==> config.mk <==
export PLATFORM = sky130hd
export DESIGN_NAME = fft_ram_writer_flat
export DESIGN_NICKNAME = d
export VERILOG_FILES = /design/src/rtl/fft_ram_writer_pkg.sv /design/src/rtl/fft_ram_writer_if.sv /design/src/rtl/fft_ram_writer_ch_writer.sv /design/src/rtl/fft_ram_writer.sv /design/src/flat_wrapper.sv
export SDC_FILE = /design/constraint.sdc
export NUM_CORES = 1
export LEC_CHECK = 0
export BUFFER_PORTS_ARGS = -buffer_cell sky130_fd_sc_hd__buf_4
export CAP_MARGIN = 20
export CORE_UTILIZATION = 43
export DETAILED_ROUTE_END_ITERATION = 16
export GPL_ROUTABILITY_DRIVEN = 0
export PLACE_DENSITY = 0.77
export SLEW_MARGIN = 20
export SYNTH_ARGS = -nofsm -noshare
export SYNTH_HDL_FRONTEND = slang
export SYNTH_HIERARCHICAL = 1
export SYNTH_SLANG_ARGS = --single-unit
==> constraint.sdc <==
create_clock -name clk -period 2.53 [get_ports clk]
set_clock_uncertainty 0.15 [all_clocks]
set_input_delay 0.506 -clock clk [delete_from_list [all_inputs] [get_ports clk]]
set_output_delay 0.506 -clock clk [all_outputs]
set_load 0.02 [all_outputs]
==> src/rtl/fft_ram_writer_pkg.sv <==
// ============================================================================
// Module : fft_ram_writer_pkg
// Brief  : Shared constants, state types and bin packing for the FFT RAM writer.
// Rev    : 1.0  initial release
// ============================================================================
`default_nettype none

package fft_ram_writer_pkg;

  localparam int NCH    = 4;
  localparam int NPOINT = 1024;
  localparam int AW     = $clog2(NPOINT);
  localparam int DW     = 16;
  localparam int WW     = 2 * DW;

  typedef enum logic [1:0] {
    IDLE   = 2'd0,
    ACTIVE = 2'd1,
    FULL   = 2'd2
  } ch_state_t;

  typedef enum logic [1:0] {
    FILL = 2'd0,
    DONE = 2'd1,
    HOLD = 2'd2
  } glb_state_t;

  function automatic logic [WW-1:0] pack_bin(input logic [DW-1:0] re,
                                             input logic [DW-1:0] im);
    return {re, im};
  endfunction

endpackage

`default_nettype wire

==> src/rtl/fft_ram_writer_if.sv <==
// ============================================================================
// Module : fft_ram_writer_if
// Brief  : FFT source streams, RAM write ports and frame handshake bundle.
// Rev    : 1.0  initial release
// ============================================================================
`default_nettype none

interface fft_ram_writer_if;
  import fft_ram_writer_pkg::*;

  logic [NCH-1:0]         in_valid;
  logic [NCH-1:0]         in_sop;
  logic [NCH-1:0]         in_eop;
  logic [NCH-1:0][DW-1:0] in_real;
  logic [NCH-1:0][DW-1:0] in_imag;
  logic                   sink_ready;
  logic [NCH-1:0]         wren;
  logic [NCH-1:0][AW-1:0] wraddress;
  logic [NCH-1:0][WW-1:0] data;
  logic                   fftdone;
  logic                   done;
  logic                   frame_err;

  modport slave (
    input  in_valid, in_sop, in_eop, in_real, in_imag, done,
    output sink_ready, wren, wraddress, data, fftdone, frame_err
  );

  modport master (
    output in_valid, in_sop, in_eop, in_real, in_imag, done,
    input  sink_ready, wren, wraddress, data, fftdone, frame_err
  );

endinterface

`default_nettype wire

==> src/rtl/fft_ram_writer_ch_writer.sv <==
// ============================================================================
// Module : fft_ch_writer
// Brief  : One channel: frame tracking FSM, bin address counter, write register.
// Rev    : 1.0  initial release
// ============================================================================
`default_nettype none

module fft_ch_writer
  import fft_ram_writer_pkg::*;
(
  input  logic          clk,
  input  logic          rst_n,
  input  logic          accept_i,
  input  logic          sop_i,
  input  logic          eop_i,
  input  logic [DW-1:0] real_i,
  input  logic [DW-1:0] imag_i,
  input  logic          release_i,
  output logic          wren_o,
  output logic [AW-1:0] wraddress_o,
  output logic [WW-1:0] data_o,
  output logic          full_o,
  output logic          err_o
);

  localparam logic [AW-1:0] LAST_BIN = AW'(NPOINT - 1);

  ch_state_t     state_q, state_d;
  logic [AW-1:0] addr_q, addr_d;
  logic          wren_q, wren_d;
  logic [AW-1:0] wraddr_q, wraddr_d;
  logic [WW-1:0] data_q, data_d;

  always_ff @(posedge clk or negedge rst_n) begin
    if (!rst_n) begin
      state_q  <= IDLE;
      addr_q   <= '0;
      wren_q   <= 1'b0;
      wraddr_q <= '0;
      data_q   <= '0;
    end else begin
      state_q  <= state_d;
      addr_q   <= addr_d;
      wren_q   <= wren_d;
      wraddr_q <= wraddr_d;
      data_q   <= data_d;
    end
  end

  always_comb begin
    state_d  = state_q;
    addr_d   = addr_q;
    wren_d   = 1'b0;
    wraddr_d = wraddr_q;
    data_d   = data_q;
    err_o    = 1'b0;

    case (state_q)
      IDLE: begin
        if (accept_i && sop_i) begin
          wren_d   = 1'b1;
          wraddr_d = '0;
          data_d   = pack_bin(real_i, imag_i);
          addr_d   = AW'(1);
          state_d  = ACTIVE;
        end
      end

      ACTIVE: begin
        if (accept_i) begin
          wren_d = 1'b1;
          data_d = pack_bin(real_i, imag_i);
          if (sop_i) begin
            // A fresh sop mid-frame wins: restart the frame at bin 0.
            wraddr_d = '0;
            addr_d   = AW'(1);
            err_o    = 1'b1;
          end else begin
            wraddr_d = addr_q;
            addr_d   = addr_q + AW'(1);
            if (eop_i) begin
              if (addr_q == LAST_BIN) begin
                state_d = FULL;
              end else begin
                state_d = IDLE;
                err_o   = 1'b1;
              end
            end else if (addr_q == LAST_BIN) begin
              state_d = IDLE;
              err_o   = 1'b1;
            end
          end
        end
      end

      FULL: ;

      default: state_d = IDLE;
    endcase

    if (release_i) begin
      state_d = IDLE;
      addr_d  = '0;
    end
  end

  assign wren_o      = wren_q;
  assign wraddress_o = wraddr_q;
  assign data_o      = data_q;
  assign full_o      = (state_q == FULL);

endmodule

`default_nettype wire

==> src/rtl/fft_ram_writer.sv <==
// ============================================================================
// Module : fft_ram_writer
// Brief  : Stores NCH FFT frames into per-channel RAMs and hands the set downstream.
// Rev    : 1.0  initial release
// ============================================================================
`default_nettype none

module fft_ram_writer
  import fft_ram_writer_pkg::*;
(
  input  logic            clk,
  input  logic            rst_n,
  fft_ram_writer_if.slave bus
);

  glb_state_t glb_q, glb_d;
  logic       sink_ready_q, sink_ready_d;
  logic       fftdone_q, fftdone_d;
  logic       frame_err_q, frame_err_d;
  logic       release_ch;

  logic [NCH-1:0]         ch_full;
  logic [NCH-1:0]         ch_err;
  logic [NCH-1:0]         ch_wren;
  logic [NCH-1:0][AW-1:0] ch_addr;
  logic [NCH-1:0][WW-1:0] ch_data;

  generate
    for (genvar c = 0; c < NCH; c++) begin : g_ch
      fft_ch_writer u_ch (
        .clk         (clk),
        .rst_n       (rst_n),
        .accept_i    (bus.in_valid[c] & sink_ready_q),
        .sop_i       (bus.in_sop[c]),
        .eop_i       (bus.in_eop[c]),
        .real_i      (bus.in_real[c]),
        .imag_i      (bus.in_imag[c]),
        .release_i   (release_ch),
        .wren_o      (ch_wren[c]),
        .wraddress_o (ch_addr[c]),
        .data_o      (ch_data[c]),
        .full_o      (ch_full[c]),
        .err_o       (ch_err[c])
      );
    end
  endgenerate

  always_ff @(posedge clk or negedge rst_n) begin
    if (!rst_n) begin
      glb_q        <= FILL;
      sink_ready_q <= 1'b0;
      fftdone_q    <= 1'b0;
      frame_err_q  <= 1'b0;
    end else begin
      glb_q        <= glb_d;
      sink_ready_q <= sink_ready_d;
      fftdone_q    <= fftdone_d;
      frame_err_q  <= frame_err_d;
    end
  end

  // Outputs are registered from the next state so they change on the same
  // edge the global FSM moves.
  always_comb begin
    glb_d      = glb_q;
    release_ch = 1'b0;

    case (glb_q)
      FILL:    if (&ch_full) glb_d = DONE;
      DONE:    glb_d = HOLD;
      HOLD: begin
        if (bus.done) begin
          glb_d      = FILL;
          release_ch = 1'b1;
        end
      end
      default: glb_d = FILL;
    endcase

    sink_ready_d = (glb_d == FILL);
    fftdone_d    = (glb_d == DONE);
    frame_err_d  = (glb_d == DONE) ? 1'b0 : (frame_err_q | (|ch_err));
  end

  assign bus.sink_ready = sink_ready_q;
  assign bus.fftdone    = fftdone_q;
  assign bus.frame_err  = frame_err_q;
  assign bus.wren       = ch_wren;
  assign bus.wraddress  = ch_addr;
  assign bus.data       = ch_data;

endmodule

`default_nettype wire
==> src/flat_wrapper.sv <==
// flat-port wrapper written by rule: the top's interface ports become plain ports
module fft_ram_writer_flat import fft_ram_writer_pkg::*;
  (clk, rst_n, bus_in_valid, bus_in_sop, bus_in_eop, bus_in_real, bus_in_imag, bus_done, bus_sink_ready, bus_wren, bus_wraddress, bus_data, bus_fftdone, bus_frame_err);
  fft_ram_writer_if bus_i ();
  input  logic clk;
  input  logic rst_n;
  input wire logic [$bits(bus_i.in_valid)-1:0] bus_in_valid;
  input wire logic [$bits(bus_i.in_sop)-1:0] bus_in_sop;
  input wire logic [$bits(bus_i.in_eop)-1:0] bus_in_eop;
  input wire logic [$bits(bus_i.in_real)-1:0] bus_in_real;
  input wire logic [$bits(bus_i.in_imag)-1:0] bus_in_imag;
  input wire logic [$bits(bus_i.done)-1:0] bus_done;
  output wire logic [$bits(bus_i.sink_ready)-1:0] bus_sink_ready;
  output wire logic [$bits(bus_i.wren)-1:0] bus_wren;
  output wire logic [$bits(bus_i.wraddress)-1:0] bus_wraddress;
  output wire logic [$bits(bus_i.data)-1:0] bus_data;
  output wire logic [$bits(bus_i.fftdone)-1:0] bus_fftdone;
  output wire logic [$bits(bus_i.frame_err)-1:0] bus_frame_err;
  assign bus_i.in_valid = bus_in_valid;
  assign bus_i.in_sop = bus_in_sop;
  assign bus_i.in_eop = bus_in_eop;
  assign bus_i.in_real = bus_in_real;
  assign bus_i.in_imag = bus_in_imag;
  assign bus_i.done = bus_done;
  assign bus_sink_ready = bus_i.sink_ready;
  assign bus_wren = bus_i.wren;
  assign bus_wraddress = bus_i.wraddress;
  assign bus_data = bus_i.data;
  assign bus_fftdone = bus_i.fftdone;
  assign bus_frame_err = bus_i.frame_err;
  fft_ram_writer u_core (.clk(clk), .rst_n(rst_n), .bus(bus_i));
endmodule
==> results of run 1 <==
critical path: stages (launching register included):
cell and delay, ps:
dfrtp_1 420, ha_1 200, nand3_1 200, nor4_1 450, ha_1 320, o211a_1 210, nor3_1 180, a21oi_1 80
cells by family after synthesis:
family | count (synthesis) | synth area share [%]
AO/OA/AOI/OAI | 141 | 9.98
buffers and inverters | 64 | 2.87
AND/OR/NAND/NOR | 549 | 25.8
adder cells (fa/ha/maj) | 8 | 1.06
flip-flops | 225 | 59.7
multiplexers | 5 | 0.531
registers in the layout, summed over array words and instances (netlist names):
name	count
u_core/g_ch.u_ch/data_o	128
u_core/g_ch.u_ch/addr_q	40
u_core/g_ch.u_ch/wraddress_o	40
u_core/g_ch.u_ch/state_q	8
u_core/g_ch.u_ch/wren_o	4
u_core/glb_q	2
u_core/bus.fftdone	1
u_core/bus.frame_err	1
u_core/bus.sink_ready	1
routing by layer:
| metal | up-vias | wire (um) | share of wire, % |
|---|---|---|---|
| li1 | 4010 | - | - |
| met1 | 3824 | 10200 | 41 |
| met2 | 224 | 12600 | 51 |
| met3 | 47 | 1290 | 5.2 |
| met4 | 0 | 600 | 2.4 |
| met5 | - | 0 | 0 |
cell usage in the layout, fill, tap and decap left out, types with 5 or more instances in the layout:
| cell type | n |
|---|---|
| bufinv_16 | 5 |
| o211ai_1 | 8 |
| or4_1 | 12 |
| mux2i_1 | 5 |
| inv_1 | 24 |
| or3_1 | 12 |
| clkbuf_1 | 7 |
| nand3b_1 | 8 |
| buf_4 | 341 |
| nand3_1 | 28 |
| o21ai_0 | 28 |
| clkbuf_16 | 25 |
| nand4_1 | 9 |
| nor3_1 | 14 |
| a22o_1 | 36 |
| a21oi_1 | 37 |
| ha_1 | 8 |
| nor4_1 | 8 |
| nand2b_1 | 13 |
| o21a_1 | 8 |
| nor2b_1 | 8 |
| o31ai_1 | 12 |
| nor2_1 | 15 |
| nand4b_1 | 8 |
| dfrtp_1 | 225 |
| buf_12 | 5 |
| nand2_1 | 397 |
worst max path at each step:
stage	slack, ps	endpoint	depth (start not counted)
floorplan	140	u_core/g_ch[0].u_ch/addr_q[9]	6
global placement	310	u_core/g_ch[0].u_ch/addr_q[9]	8
detailed placement	210	u_core/bus.frame_err	7
CTS	210	u_core/bus.frame_err	7
global route	30	u_core/bus.frame_err	7
finish	200	u_core/bus.frame_err	7
final cells by class:
type | instances | share of cell area [%]
sequential | 225 | 42.8
multi-input combinational | 703 | 26.9
timing repair buffer | 348 | 20.4
clock buffer | 35 | 5.26
tap | 275 | 2.61
clock inverter | 10 | 1.35
inverter | 24 | 0.684
timing repair:
| action | 4_1_cts | 5_1_grt |
|---|---|---|
| buffers inserted | 0 | 0 |
| setup endpoints to repair | 0 | 0 |
| hold buffers | 1 | 0 |
| endpoints found under the hold margin | 58 | 0 |
power groups by stage:
stage	sequential, mW	clock (mW)	combinational, mW
after floorplan	4.55	0	0.526
after global placement	4.22	0	1.75
after detailed placement	4.23	0	1.78
after CTS	4.17	3.93	1.80
after global routing	4.21	4.08	1.94
final	4.17	3.85	1.77
stage by stage:
stage                     cell area, um^2  setup slack [ps]  power, mW  hold slack (ps)
after floorplan                      9430               143       5.08             60.4
after global placement              12300               310       5.97              309
after detailed placement            12300               210       6.01              313
after CTS                           13200               211       9.90             8.55
after global routing                13200              30.0       10.2             27.0
final                               13200               203       9.79             26.7
==> flow_summary.json, run 1 <==
{
  "drt-wirelength-per-cell_um": 15.2,
  "p_clk_share_pct": 39.3,
  "dp.final_hpwl_mm": 17.8,
  "netlist.area_leader.share_pct": 59.7,
  "p_int_mw": 7.11,
  "irDropWorstVdd_v": 0.000487,
  "start_util_pct": 44.3,
  "startpoint": "u_core/g_ch[1].u_ch/addr_q[0]",
  "tightest_slew_ps": 796,
  "die_w_um": 150,
  "area_growth_pct": 39.7,
  "power_switching_mw": 2.68,
  "cts_resized": 0,
  "synth_nets": 1143,
  "drc": 0,
  "worstSkewPairLatency_ps": 510,
  "comb_power_share_pct": 18.1,
  "syn_area_per_cell_um2": 9.50,
  "post-route-period-util_pct": 92.0,
  "ctsLongestPathBuffers": 3,
  "ys_top_cells_by_area": "dfrtp_1, nand2_1, a22o_1",
  "fin_cells": 1620,
  "path_clk_slew_ps": 60,
  "slew_violations": 0,
  "top_usage_layer": "met2",
  "synthTopCellsByCount": "nand2_1, dfrtp_1, a21oi_1, a22o_1",
  "synth.largest_area_cell": "dfrtp_1",
  "die_y_um": 150,
  "yosysMostFrequentCell": "nand2_1",
  "core_mm2": 0.0213,
  "fin_tns_setup_ps": 0,
  "grt_use_total_pct": 21.4,
  "nets": 1478,
  "finalSetupViolations": 0,
  "placedCellCount": 1574,
  "hold_depth": 3,
  "grt_pass1_wl_mm": 38.8,
  "firstDrtPassIters": 4,
  "ys_ff_latch": 225,
  "rr_worst_depth": 7,
  "path_max_fanout": 7,
  "fp-row-count": 53,
  "antenna_found_initial": 0,
  "grt_pass1_vias": 7829,
  "synth_cells": 992,
  "leakage_nw": 6.92,
  "register_area_mm2": 0.00563,
  "drt_iter0_drc": 336,
  "ys.flop_type": "dfrtp_1",
  "status": "completed",
  "met3_usage_pct": 3.48,
  "worst_r2r_startpoint": "u_core/g_ch[1].u_ch/addr_q[0]",
  "grt_max_degree": 65,
  "vias": 8105,
  "layout_min_cycle_time_ps": 2330,
  "drtAntennaViolNets": 0,
  "synth_cell_types": 32,
  "numClockSinks": 225,
  "hold_viol": 0,
  "use_met1_pct": 27.3,
  "sw_frac_of_total_pct": 27.4,
  "synth-edff-count": 0,
  "drive_gt1_share_pct": 29.3,
  "grt_use_met2_pct": 36.9,
  "grt-ovfl-total": 0,
  "syn_area_mm2": 0.00943,
  "cts_root_buf": "clkbuf_16",
  "crit_path_end_kind": "flop",
  "die-area_mm2": 0.0225,
  "fin_util_pct": 61.9,
  "relSlewSlack_pct": 46.3,
  "yosysWarnings": 6,
  "viasPerCell": 5.00,
  "regToRegSetupSlack_ps": 200,
  "routed_wl_mm": 24.6,
  "r2r_end": "u_core/bus.frame_err",
  "power_density_mw_per_mm2": 744,
  "io_pins": 318,
  "cts_buffers": 25,
  "crit_type": "reg2reg",
  "worstHoldEndpoint": "u_core/g_ch[0].u_ch/data_o[28]",
  "critPathLaunchType": "flop",
  "n_fill_cell": 1803,
  "tritoncts": "built",
  "num_antenna_cells": 0,
  "max_freq_mhz": 430,
  "pwr-share-seq_pct": 42.6,
  "ctsHtreeMaxLevel": 1,
  "worstPathArrival_ps": 2570,
  "synthArstFlopShare_pct": 100,
  "worstHoldStart": "bus_in_real[12]",
  "min_path_type": "in2reg",
  "crit_required_ps": 2770,
  "multi_input_area_mm2": 0.00355,
  "numPortBuffers": 317,
  "rsz0062_at_grt": "no",
  "ys_seq_area_share_pct": 59.7,
  "maxCapViolations": 0
}
(Power assumes the default switching activity.)
==> run 2, diff against run 1 <==
--- a/config.mk
+++ b/config.mk
@@ -10,2 +10,3 @@
 export CORE_UTILIZATION = 43
+export CTS_CLUSTER_DIAMETER = 50
 export DETAILED_ROUTE_END_ITERATION = 16
@@ -13,2 +14,3 @@
 export PLACE_DENSITY = 0.77
+export SETUP_SLACK_MARGIN = 0.2
 export SLEW_MARGIN = 20
==> constraint.sdc (replaced) <==
create_clock -name clk -period 2.53 [get_ports clk]
set_clock_uncertainty 0.15 [all_clocks]
set_input_delay 0.3795 -clock clk [delete_from_list [all_inputs] [get_ports clk]]
set_output_delay 0.3795 -clock clk [all_outputs]
set_load 0.02 [all_outputs]
==> flow_summary.json, run 2 (synthesis results as in run 1) <==
{
  "layout_min_cycle_time_ps": 2190,
  "max_freq_mhz": 457,
  "vias": 8985,
  "area_growth_pct": 54.6,
  "firstDrtPassIters": 5,
  "dp.final_hpwl_mm": 17.6,
  "worst_slack_ps": 341,
  "critPathLaunchType": "primary input",
  "tightest_slew_ps": 762,
  "cts_buffers": 29,
  "top_layer": "met4",
  "antenna_found_initial": 0,
  "num_antenna_cells": 0,
  "cts_root_buf": "clkbuf_16",
  "grt_use_total_pct": 24.1,
  "grt-ovfl-total": 0,
  "rsz0062_at_grt": "no",
  "path_max_fanout": 15,
  "core_mm2": 0.0213,
  "grt_max_degree": 78,
  "numClockSinks": 225,
  "worstPathArrival_ps": 2490,
  "drc": 0,
  "irDropWorstVdd_v": 0.000527,
  "viasPerCell": 5.12,
  "crit_path_frequent_cell": "buf_4",
  "fp-row-count": 53,
  "status": "completed",
  "min_path_type": "in2reg",
  "nets": 1607,
  "hold_viol": 0,
  "final_cell_mix": "nand2_1, buf_4, dfrtp_1",
  "die_y_um": 150,
  "final_common_cell": "nand2_1",
  "grt_pass1_vias": 9020,
  "drive_gt1_share_pct": 27.9,
  "fin_util_pct": 68.4,
  "maxCapViolations": 0,
  "io_pins": 318,
  "largest_register_ffs": 128,
  "drtAntennaViolNets": 0,
  "grt_pass1_wl_mm": 43.7,
  "worstSkewPairLatency_ps": 530,
  "crit_required_ps": 2830,
  "place_ws_ps": 252,
  "leakage_nw": 7.51,
  "tritoncts": "built",
  "slowest_stage": "dlygate4sd3_1",
  "drt-wirelength-per-cell_um": 15.8,
  "wl_met2_mm": 13.7,
  "post-cts-setup-buffers": 0,
  "power_density_mw_per_mm2": 705,
  "ctsHtreeMaxLevel": 1,
  "finalSetupViolations": 0,
  "cp_cell_sequence": "dlygate4sd3_1, buf_4, nand2_1, nor2_1, buf_4, inv_1, o21a_1, or4_1, a21oi_1",
  "relSlewSlack_pct": 48.7,
  "numPortBuffers": 317,
  "routed_wl_mm": 27.7,
  "post-route-period-util_pct": 86.5,
  "slew_violations": 0,
  "fin_hold_ws_ps": 20.9,
  "drt_iter0_drc": 531,
  "crit_type": "in2reg",
  "ctsLongestPathBuffers": 3,
  "path_clk_slew_ps": 60,
  "fin_tns_setup_ps": 0,
  "start_util_pct": 44.3,
  "slowest_delay_ps": 540,
  "dr_wl_met3_mm": 1.36,
  "crit_path_end_kind": "flop",
  "die-area_mm2": 0.0225,
  "die_w_um": 150,
  "drt-met1-wl_mm": 11.2
}
==> run 2: critical path: cells and delay by family <==
kind            cells  cell delay (ps)
compound gates      2              410
buf+inv             4              960
simple gates        3              730
==> run 2: power breakdown <==
part	internal [mW]	switching, mW	total (mW)
clock	2.50	1.64	4.13
sequential	3.94	0.246	4.18
combinational	0.878	1.08	1.96
total	7.31	2.97	10.3
==> run 2: per-stage QoR <==
step / std cells / instance area, um^2 / total power, mW
2_1_floorplan: 992 / 9430 / 5.08
5_1_grt: 1754 / 14600 / 10.7
6_report: 1754 / 14600 / 10.3
3_3_place_gp: 1568 / 12200 / 5.95
4_1_cts: 1753 / 14500 / 10.3
3_5_place_dp: 1568 / 12200 / 6.00
==> run 2: final timing paths <==
kind	slack, ps	start	end	cells past startpoint
worst max-delay path	340	bus_done	u_core/g_ch[1].u_ch/addr_q[9]	9
worst min register to register	330	u_core/g_ch[1].u_ch/data_o[6]	u_core/g_ch[1].u_ch/data_o[6]	2
worst max register to register	360	u_core/g_ch[3].u_ch/addr_q[0]	u_core/bus.frame_err	7
max in group asynchronous	1160	rst_n	u_core/g_ch[0].u_ch/data_o[8]	3
worst min-delay path	20	bus_in_sop[0]	u_core/g_ch[0].u_ch/addr_q[0]	3
min in group asynchronous	310	rst_n	u_core/g_ch[1].u_ch/data_o[18]	2
==> run 2: routing by layer <==
metal | track usage [%] | vias up
met5 | 0 | -
met4 | 14.7 | 0
met3 | 4.09 | 111
met2 | 40.6 | 312
met1 | 28.9 | 4285
li1 | - | 4277
==> run 2: cell type report <==
cell class | instances | area (um^2)
Fill cell | 1551 | 6720
Sequential cell | 225 | 5630
Timing Repair Buffer | 473 | 3920
Multi-Input combinational cell | 703 | 3600
Clock buffer | 31 | 753
Tap cell | 275 | 344
Clock inverter | 23 | 234
Inverter | 24 | 90.1
==> run 2: timing repair <==
action                                  4_1_cts  5_1_grt
hold buffers                                131        0
endpoints found under the setup margin        1        4
gates resized for setup                       1        8
hold endpoints to repair                    202        0
